`config.mk`:
```
export PLATFORM = sky130hd
export DESIGN_NAME = mem_store_forward_unit
export DESIGN_NICKNAME = d
export VERILOG_FILES = /design/src/rtl/cpu_fwd_pkg.sv /design/src/rtl/fwd_history_buf.sv /design/src/rtl/mem_store_forward_unit.sv
export SDC_FILE = /design/constraint.sdc
export NUM_CORES = 1
export LEC_CHECK = 0
export ABC_AREA = 1
export ABC_CLOCK_PERIOD_IN_PS = 10300
export CORE_UTILIZATION = 45
export CTS_BUF_LIST = sky130_fd_sc_hd__clkbuf_4
export DETAILED_ROUTE_END_ITERATION = 8
export DONT_BUFFER_PORTS = 1
export GPL_TIMING_DRIVEN = 0
export PLACE_DENSITY = 0.69
export SLEW_MARGIN = 30
export SYNTH_ARGS = -nofsm -noshare
export SYNTH_HDL_FRONTEND = slang
export SYNTH_SLANG_ARGS = --single-unit
```
`constraint.sdc`:
```
create_clock -name CLK -period 10.3 [get_ports CLK]
set_input_delay 3.09 -clock CLK [delete_from_list [all_inputs] [get_ports CLK]]
set_output_delay 3.09 -clock CLK [all_outputs]
set_load 0.01 [all_outputs]
```
`src/rtl/cpu_fwd_pkg.sv`:
```
// rtl/cpu_fwd_pkg.sv - shared types and constants for MEM-stage store forwarding
package cpu_fwd_pkg;

  localparam logic [1:0] REG_TYPE_INT = 2'b00;

  localparam int FWD_SRC_NONE = 0;
  localparam int FWD_SRC_WB   = 1;

  localparam int FWD_ENTRY_ADDR_WIDTH = 5;
  localparam int FWD_ENTRY_DATA_WIDTH = 32;

  // Entry layout at the default register widths; the history buffer keeps the same field order.
  typedef struct packed {
    logic                            valid;
    logic                            is_float;
    logic [FWD_ENTRY_ADDR_WIDTH-1:0] addr;
    logic [FWD_ENTRY_DATA_WIDTH-1:0] data;
  } fwd_entry_t;

endpackage

```
`src/rtl/fwd_history_buf.sv`:
```
// rtl/fwd_history_buf.sv - DEPTH-entry shift history of retired register writebacks
module fwd_history_buf #(
  parameter int DATA_WIDTH = 32,
  parameter int ADDR_WIDTH = 5,
  parameter int DEPTH      = 2
) (
  input  logic                                 clk,
  input  logic                                 reset,
  input  logic                                 stall,
  input  logic                                 wr_valid,
  input  logic                                 wr_is_float,
  input  logic [ADDR_WIDTH-1:0]                wr_addr,
  input  logic [DATA_WIDTH-1:0]                wr_data,
  output logic [DEPTH-1:0]                     hist_valid,
  output logic [DEPTH-1:0]                     hist_is_float,
  output logic [DEPTH-1:0][ADDR_WIDTH-1:0]     hist_addr,
  output logic [DEPTH-1:0][DATA_WIDTH-1:0]     hist_data
);

  // Only valid bits are reset; payload fields are meaningless while invalid.
  always_ff @(posedge clk) begin
    if (reset) begin
      hist_valid <= '0;
    end else if (!stall) begin
      hist_valid[0]    <= wr_valid;
      hist_is_float[0] <= wr_is_float;
      hist_addr[0]     <= wr_addr;
      hist_data[0]     <= wr_data;
      for (int k = 1; k < DEPTH; k++) begin
        hist_valid[k]    <= hist_valid[k-1];
        hist_is_float[k] <= hist_is_float[k-1];
        hist_addr[k]     <= hist_addr[k-1];
        hist_data[k]     <= hist_data[k-1];
      end
    end
  end

endmodule

```
`src/rtl/mem_store_forward_unit.sv`:
```
// rtl/mem_store_forward_unit.sv - store-data forwarding from WB and writeback history
// Optional writeback-hit counter output HIT_COUNT under MEM_FWD_HIT_COUNT_EN.
module mem_store_forward_unit
  import cpu_fwd_pkg::*;
#(
  parameter int DATA_WIDTH = 32,
  parameter int ADDR_WIDTH = 5,
  parameter int DEPTH      = 2,
  parameter int SRC_WIDTH  = $clog2(DEPTH + 2)
) (
  input  logic                  CLK,
  input  logic                  RESET,
  input  logic                  STALL,
  input  logic                  MEM_DATA_MEM_WRITE,
  input  logic [1:0]            MEM_REG_TYPE,
  input  logic [ADDR_WIDTH-1:0] MEM_ADDR,
  input  logic [DATA_WIDTH-1:0] MEM_REG_DATA,
  input  logic                  WB_WRITE_EN,
  input  logic                  WB_F_WRITE_EN,
  input  logic [ADDR_WIDTH-1:0] WB_ADDR,
  input  logic [DATA_WIDTH-1:0] WB_DATA,
`ifdef MEM_FWD_HIT_COUNT_EN
  output logic [31:0]           HIT_COUNT,
`endif
  output logic [DATA_WIDTH-1:0] MEM_STORE_DATA,
  output logic                  MEM_FWD_SEL,
  output logic [SRC_WIDTH-1:0]  MEM_FWD_SRC
);

  logic                             wb_valid;
  logic                             wb_is_float;
  logic                             mem_is_float;
  logic [DEPTH-1:0]                 hist_valid;
  logic [DEPTH-1:0]                 hist_is_float;
  logic [DEPTH-1:0][ADDR_WIDTH-1:0] hist_addr;
  logic [DEPTH-1:0][DATA_WIDTH-1:0] hist_data;

  // x0 writes are discarded; f0 is a real register; int enable wins over float.
  assign wb_is_float  = !WB_WRITE_EN;
  assign wb_valid     = WB_WRITE_EN ? (WB_ADDR != '0) : WB_F_WRITE_EN;
  assign mem_is_float = (MEM_REG_TYPE != REG_TYPE_INT);

  fwd_history_buf #(
    .DATA_WIDTH (DATA_WIDTH),
    .ADDR_WIDTH (ADDR_WIDTH),
    .DEPTH      (DEPTH)
  ) u_hist (
    .clk           (CLK),
    .reset         (RESET),
    .stall         (STALL),
    .wr_valid      (wb_valid),
    .wr_is_float   (wb_is_float),
    .wr_addr       (WB_ADDR),
    .wr_data       (WB_DATA),
    .hist_valid    (hist_valid),
    .hist_is_float (hist_is_float),
    .hist_addr     (hist_addr),
    .hist_data     (hist_data)
  );

  // Scan oldest to youngest so later (younger) matches override; WB is checked last.
  always_comb begin
    MEM_FWD_SEL    = 1'b0;
    MEM_FWD_SRC    = SRC_WIDTH'(FWD_SRC_NONE);
    MEM_STORE_DATA = MEM_REG_DATA;
    if (MEM_DATA_MEM_WRITE && !RESET) begin
      for (int k = DEPTH - 1; k >= 0; k--) begin
        if (hist_valid[k] && (hist_is_float[k] == mem_is_float) && (hist_addr[k] == MEM_ADDR)) begin
          MEM_FWD_SEL    = 1'b1;
          MEM_FWD_SRC    = SRC_WIDTH'(k + 2);
          MEM_STORE_DATA = hist_data[k];
        end
      end
      if (wb_valid && (wb_is_float == mem_is_float) && (WB_ADDR == MEM_ADDR)) begin
        MEM_FWD_SEL    = 1'b1;
        MEM_FWD_SRC    = SRC_WIDTH'(FWD_SRC_WB);
        MEM_STORE_DATA = WB_DATA;
      end
    end
  end

`ifdef MEM_FWD_HIT_COUNT_EN
  always_ff @(posedge CLK) begin
    if (RESET) begin
      HIT_COUNT <= '0;
    end else if (MEM_FWD_SEL && !STALL) begin
      HIT_COUNT <= HIT_COUNT + 32'd1;
    end
  end
`endif

endmodule
```
* After elaboration in Yosys (flattened, before gate mapping)
Cells that the tools add are included.
Operators by class: eq/ne operators 6, muxes and demuxes 13, bitwise logic cells 2, reductions and logical operators 12
Operators with widths (number):
- $mux W32 | 4
- $eq A5 B5 Y1 | 3
- $mux W2 | 4
- $logic_and A1 B1 Y1 | 7
- $mux W1 | 5
- $reduce_bool A5 Y1 | 1
- $eq A1 B1 Y1 | 3
- $logic_not A1 Y1 | 2
- $not A1 Y1 | 2
- $reduce_and A2 Y1 | 1
- $reduce_bool A2 Y1 | 1
Word-level totals: register bits after elaboration 78, input bits 82, output and inout bits 35

* Depth between registers and ports, before layout
Gate-level depths: netlist of run 1.
word-level depth 8, depth in mapped cells 12

* Hierarchy
Synthesis of run 1 repeated with hierarchy kept, for this count alone.
Second synthesis, totals: cells, all modules 540, area, all modules 4310.4 um^2
By module, submodules not included:
- fwd_history_buf | instances 1, cells each 90, area each 2367.3 um^2
- mem_store_forward_unit | instances 1, cells each 450, area each 1943.1 um^2

* Least setup slack after synthesis of run 1
Ideal clock, no wire load.
kind input to output, start input port MEM_REG_TYPE[1], end output port MEM_STORE_DATA[10], arrival time 4.178 ns, data required time 7.210 ns, slack 3.032 ns, stages 10, buffers on the path 1, path through nor2_1 > nand2_1 > nand2_1 > nand2_1 > nor2_4 > buf_6 > nand3_1 > a21oi_1 > nor2_1 > nor2_1
On the way: cells in the longest elaborated chain, start to end 8
Ends and longest elaborated chain:
- from (decl) | RTL line mem_store_forward_unit.sv:15 | input logic [1:0] MEM_REG_TYPE,
- $reduce_bool A2 Y1 (*) | RTL line mem_store_forward_unit.sv:41 | assign mem_is_float = (MEM_REG_TYPE != REG_TYPE_INT);
- $eq A1 B1 Y1 | RTL line mem_store_forward_unit.sv:68 | if (hist_valid[k] && (hist_is_float[k] == mem_is_float) && (hist_addr[k] == MEM_ADDR)) begin
- $logic_and A1 B1 Y1 (2 in series) | RTL line mem_store_forward_unit.sv:68
- $mux W32 (2 in series) | RTL line mem_store_forward_unit.sv:68
- $mux W32 (*) | RTL line mem_store_forward_unit.sv:74 | if (wb_valid && (wb_is_float == mem_is_float) && (WB_ADDR == MEM_ADDR)) begin
- $mux W32 (*) | RTL line mem_store_forward_unit.sv:66 | if (MEM_DATA_MEM_WRITE && !RESET) begin
- to (decl) | RTL line mem_store_forward_unit.sv:25 | output logic [DATA_WIDTH-1:0] MEM_STORE_DATA,
Mark *: on every way between the ends. The rest lies on a longest branch, timed or not.

* Worst setup path after layout of run 1
start input port RESET, end output port MEM_STORE_DATA[4]
On the way: cells in the longest elaborated chain, start to end 3
Ends and longest elaborated chain:
- from (decl) | RTL line mem_store_forward_unit.sv:12 | input logic RESET,
- $logic_not A1 Y1 | RTL line mem_store_forward_unit.sv:66
- $logic_and A1 B1 Y1 | RTL line mem_store_forward_unit.sv:66
- $mux W32 | RTL line mem_store_forward_unit.sv:66
Every way passes these cells.

==> results.toml, run 1 <==
[logic_synthesis]
synthesis.area_um2 = 4450
yosys_register_bits = 78
yosys-top-cells-area = "edfxtp_1 (51%), nand2_1 (15%), nor2_1 (6.7%)"
syn_nets = 642
avgSynthCellArea_um2 = 7.95
yosysTopAreaCellShare_pct = 51.3
yosysWarnings = 0
netlist.top_cell.by_area = "edfxtp_1"
synth.distinct_cells = 23
synthCells = 560
yosysSeqAreaShare_pct = 52.1

[cts]
cts-buffers-inserted = 9
cts_setup_buffers = 0
clkTransAtPathRegs_ns = 0.14
max-clock-path-buffers = 2
cts_tree = "yes"
post_cts_resized = 0
root_buffer = "clkbuf_4"
cts.sinks = 78
h-tree-depth = 3
ctsHoldBuffers = 0
insertion_delay_ns = 0.43

[power]
ir_drop_mv = 0.0745
power_frac_comb_pct = 10.8
switching_share_pct = 24.9
p_seq_share_pct = 57.1
clock_power_share_pct = 32.1
power.switching_mw = 0.163
cell_internal_pwr_mw = 0.491
power_density_nw_per_um2 = 134
p_leak_nw = 2.16

[die]
start_util_pct = 47.3
dieArea_um2 = 10300
io_pins = 117
die_x_um = 101
core_um2 = 9420
rows = 35
die_y_um = 101

[layout]
fin_area_um2 = 4870
drive_above_1_share_pct = 10.5
diodes = 0
area_growth_pct = 9.27
fin_cells = 708
final_core_util_pct = 51.7
layout.nets = 656

[detailed_routing]
via_per_inst = 5.17
antenna_left = 0
dr_total_vias = 3660
wl_per_cell_um = 15.2
drt_pre_antenna_iters = 4
drc_errors = 0
wirelength_mm = 10.8
drt_iter0_markers = 164

[placed_design]
place_inst = 692
post_dp_cell_area_um2 = 4700
hpwl_mm = 7.72
io_buffer_count = 0
routabilityCongestion = 0.822

[global_routing]
gr-usage-all-layers_pct = 22.2
grt_pass1_vias = 3585
grt_pass1_wl_mm = 17.2
grt_start_max_net_pins = 26
grt-ovfl-total = 0
grt_antenna_before_repair = 0

[sta]
finalSetupViolCount = 0
hold-worst-slack_ns = 0.458
fin_worst_skew_ns = 0.0188
min_period_over_period_pct = 74.8
fmax_ghz = 0.130
slew_viol_final = 0
rsz0062_at_grt = "no"
timing_hold_violations_final = 0
worst_slew_pin_slew_ns = 0.576
fin_crit_ns = 7.71
relSlewSlack_pct = 61.5
setup_tns_ns = 0

[worst_setup_path]
cp.arrival_ns = 4.62
rr_worst_depth = 0
worstPathMaxFanout = 10
r2r_slack_ns = 9.61
endpoint_kind = "output port"
r2r-end = "u_hist.hist_addr[6]"
startpoint_type = "primary input"
worstSetupPathType = "in2out"
r2r-start = "u_hist.hist_addr[1]"
cp.required_ns = 7.21

[hold_path]
hp-start = "u_hist.hist_data[16]"
hold_path_end = "u_hist.hist_data[48]"
hp-class = "reg2reg"
hold_path_depth = 0

[flow_run]
maxCapViolCount = 0

[outcome]
status = "complete, no violations"
## layer usage
layer	vias to the layer above	track usage (%)	routed length (um)
li1	1859	-	-
met1	1664	28.2	4560
met2	117	37.2	5280
met3	20	4.35	681
met4	0	9.14	239
met5	-	0	0
## critical path: stages
cell      delay [ns]
inv_1           0.06
nand2_1         0.17
inv_2           0.23
buf_2           0.27
clkbuf_1        0.44
nor2_1          0.07
nor2_1          0.28
## area by class of cell
| cell class | count | area, um2 |
|---|---|---|
| Buffer | 30 | 184 |
| Clock buffer | 10 | 75.1 |
| Clock inverter | 6 | 86.3 |
| Fill cell | 962 | 4550 |
| Inverter | 63 | 236 |
| Multi-Input combinational cell | 389 | 1720 |
| Sequential cell | 78 | 2320 |
| Tap cell | 129 | 161 |
| Timing Repair Buffer | 3 | 82.6 |
## stage by stage
stage / total power, mW / setup slack (ns)
2_1_floorplan: 0.434 / 3.03
3_5_place_dp: 0.452 / 2.58
6_report: 0.654 / 2.59
4_1_cts: 0.659 / 2.57
5_1_grt: 0.681 / 2.42
3_3_place_gp: 0.448 / 2.20
## cells in the mapped netlist
master,count
nand2_1,176
nor2_1,79
edfxtp_1,76
nand3_1,57
inv_1,56
nand4_1,31
a21oi_1,22
buf_2,15
o21ai_1,10
inv_2,7
buf_6,5
buf_4,4
clkbuf_1,4
nor2_2,4
buf_1,2
dfxtp_1,2
nand2_2,2
nor2_4,2
o21ai_0,2
nand3_2,1
nor2_8,1
nor3_1,1
xor2_1,1
## worst max-delay path by stage
| stage | from | end | slack (ns) | depth (start not counted) |
|---|---|---|---|---|
| 5_1_grt | RESET | MEM_STORE_DATA[4] | 2.42 | 7 |
| 4_1_cts | RESET | MEM_STORE_DATA[4] | 2.57 | 7 |
| 3_3_place_gp | RESET | u_hist.hist_data[50] | 2.20 | 1 |
| 3_5_place_dp | RESET | MEM_STORE_DATA[4] | 2.58 | 7 |
| 2_1_floorplan | MEM_REG_TYPE[1] | MEM_STORE_DATA[10] | 3.03 | 10 |
| 6_report | RESET | MEM_STORE_DATA[4] | 2.59 | 7 |
## cells by family (layout without fill, tap and decap cells)
family	Yosys count	in the layout	synth area share, %
compound gates	34	34	3.82
xor+xnor	1	1	0.197
buf+inv	93	112	9.44
flops	78	78	52.1
simple gates	354	354	34.4
## registers in the layout, indices dropped and copies added (netlist names)
| name | count |
|---|---|
| u_hist.hist_data | 64 |
| u_hist.hist_valid | 2 |
| u_hist.hist_addr | 10 |
| u_hist.hist_is_float | 2 |
## power by group through the flow
stage	Combinational [mW]	Sequential, mW	Clock, mW
5_1_grt	0.0802	0.375	0.225
3_3_place_gp	0.0660	0.382	0
2_1_floorplan	0.0537	0.380	0
4_1_cts	0.0711	0.374	0.214
6_report	0.0704	0.374	0.210
3_5_place_dp	0.0708	0.381	0
## placed cells by master (no fill, tap or decap)
| cell | instances |
|---|---|
| nand2_1 | 176 |
| nor2_1 | 78 |
| edfxtp_1 | 76 |
| nand3_1 | 57 |
| inv_1 | 56 |
| nand4_1 | 31 |
| a21oi_1 | 22 |
| buf_2 | 15 |
| o21ai_1 | 10 |
| clkbuf_4 | 10 |
| inv_2 | 7 |
| buf_6 | 5 |
| clkbuf_1 | 4 |
| nor2_2 | 4 |
| buf_4 | 4 |
| nor2_4 | 3 |
| buf_16 | 3 |
| nand2_2 | 2 |
| buf_1 | 2 |
| o21ai_0 | 2 |
| clkinv_2 | 2 |
| bufinv_16 | 2 |
| dfxtp_1 | 2 |
| xor2_1 | 1 |
| nor2_8 | 1 |
| nand3_2 | 1 |
| nor3_1 | 1 |
| clkinv_4 | 1 |
| clkinvlp_4 | 1 |
Power figures use the tool's default switching activity.
==> run 2, diff against run 1 <==
Settings changed: ABC_CLOCK_PERIOD_IN_PS 10300 to 7530.
Clock period 10.3 ns to 7.53 ns, I/O delays scaled along.
==> results of run 2 <==
The final DEF is identical to that of run 1. Status: complete, no violations.
Among the figures that moved: setup slack after placement 2.58 ns -> 1.47 ns; setup slack after layout 2.59 ns -> 1.48 ns; register-to-register setup slack 9.61 ns -> 6.84 ns; total power 0.654 mW -> 0.894 mW; worst IR drop on VDD 0.0745 mV -> 0.102 mV
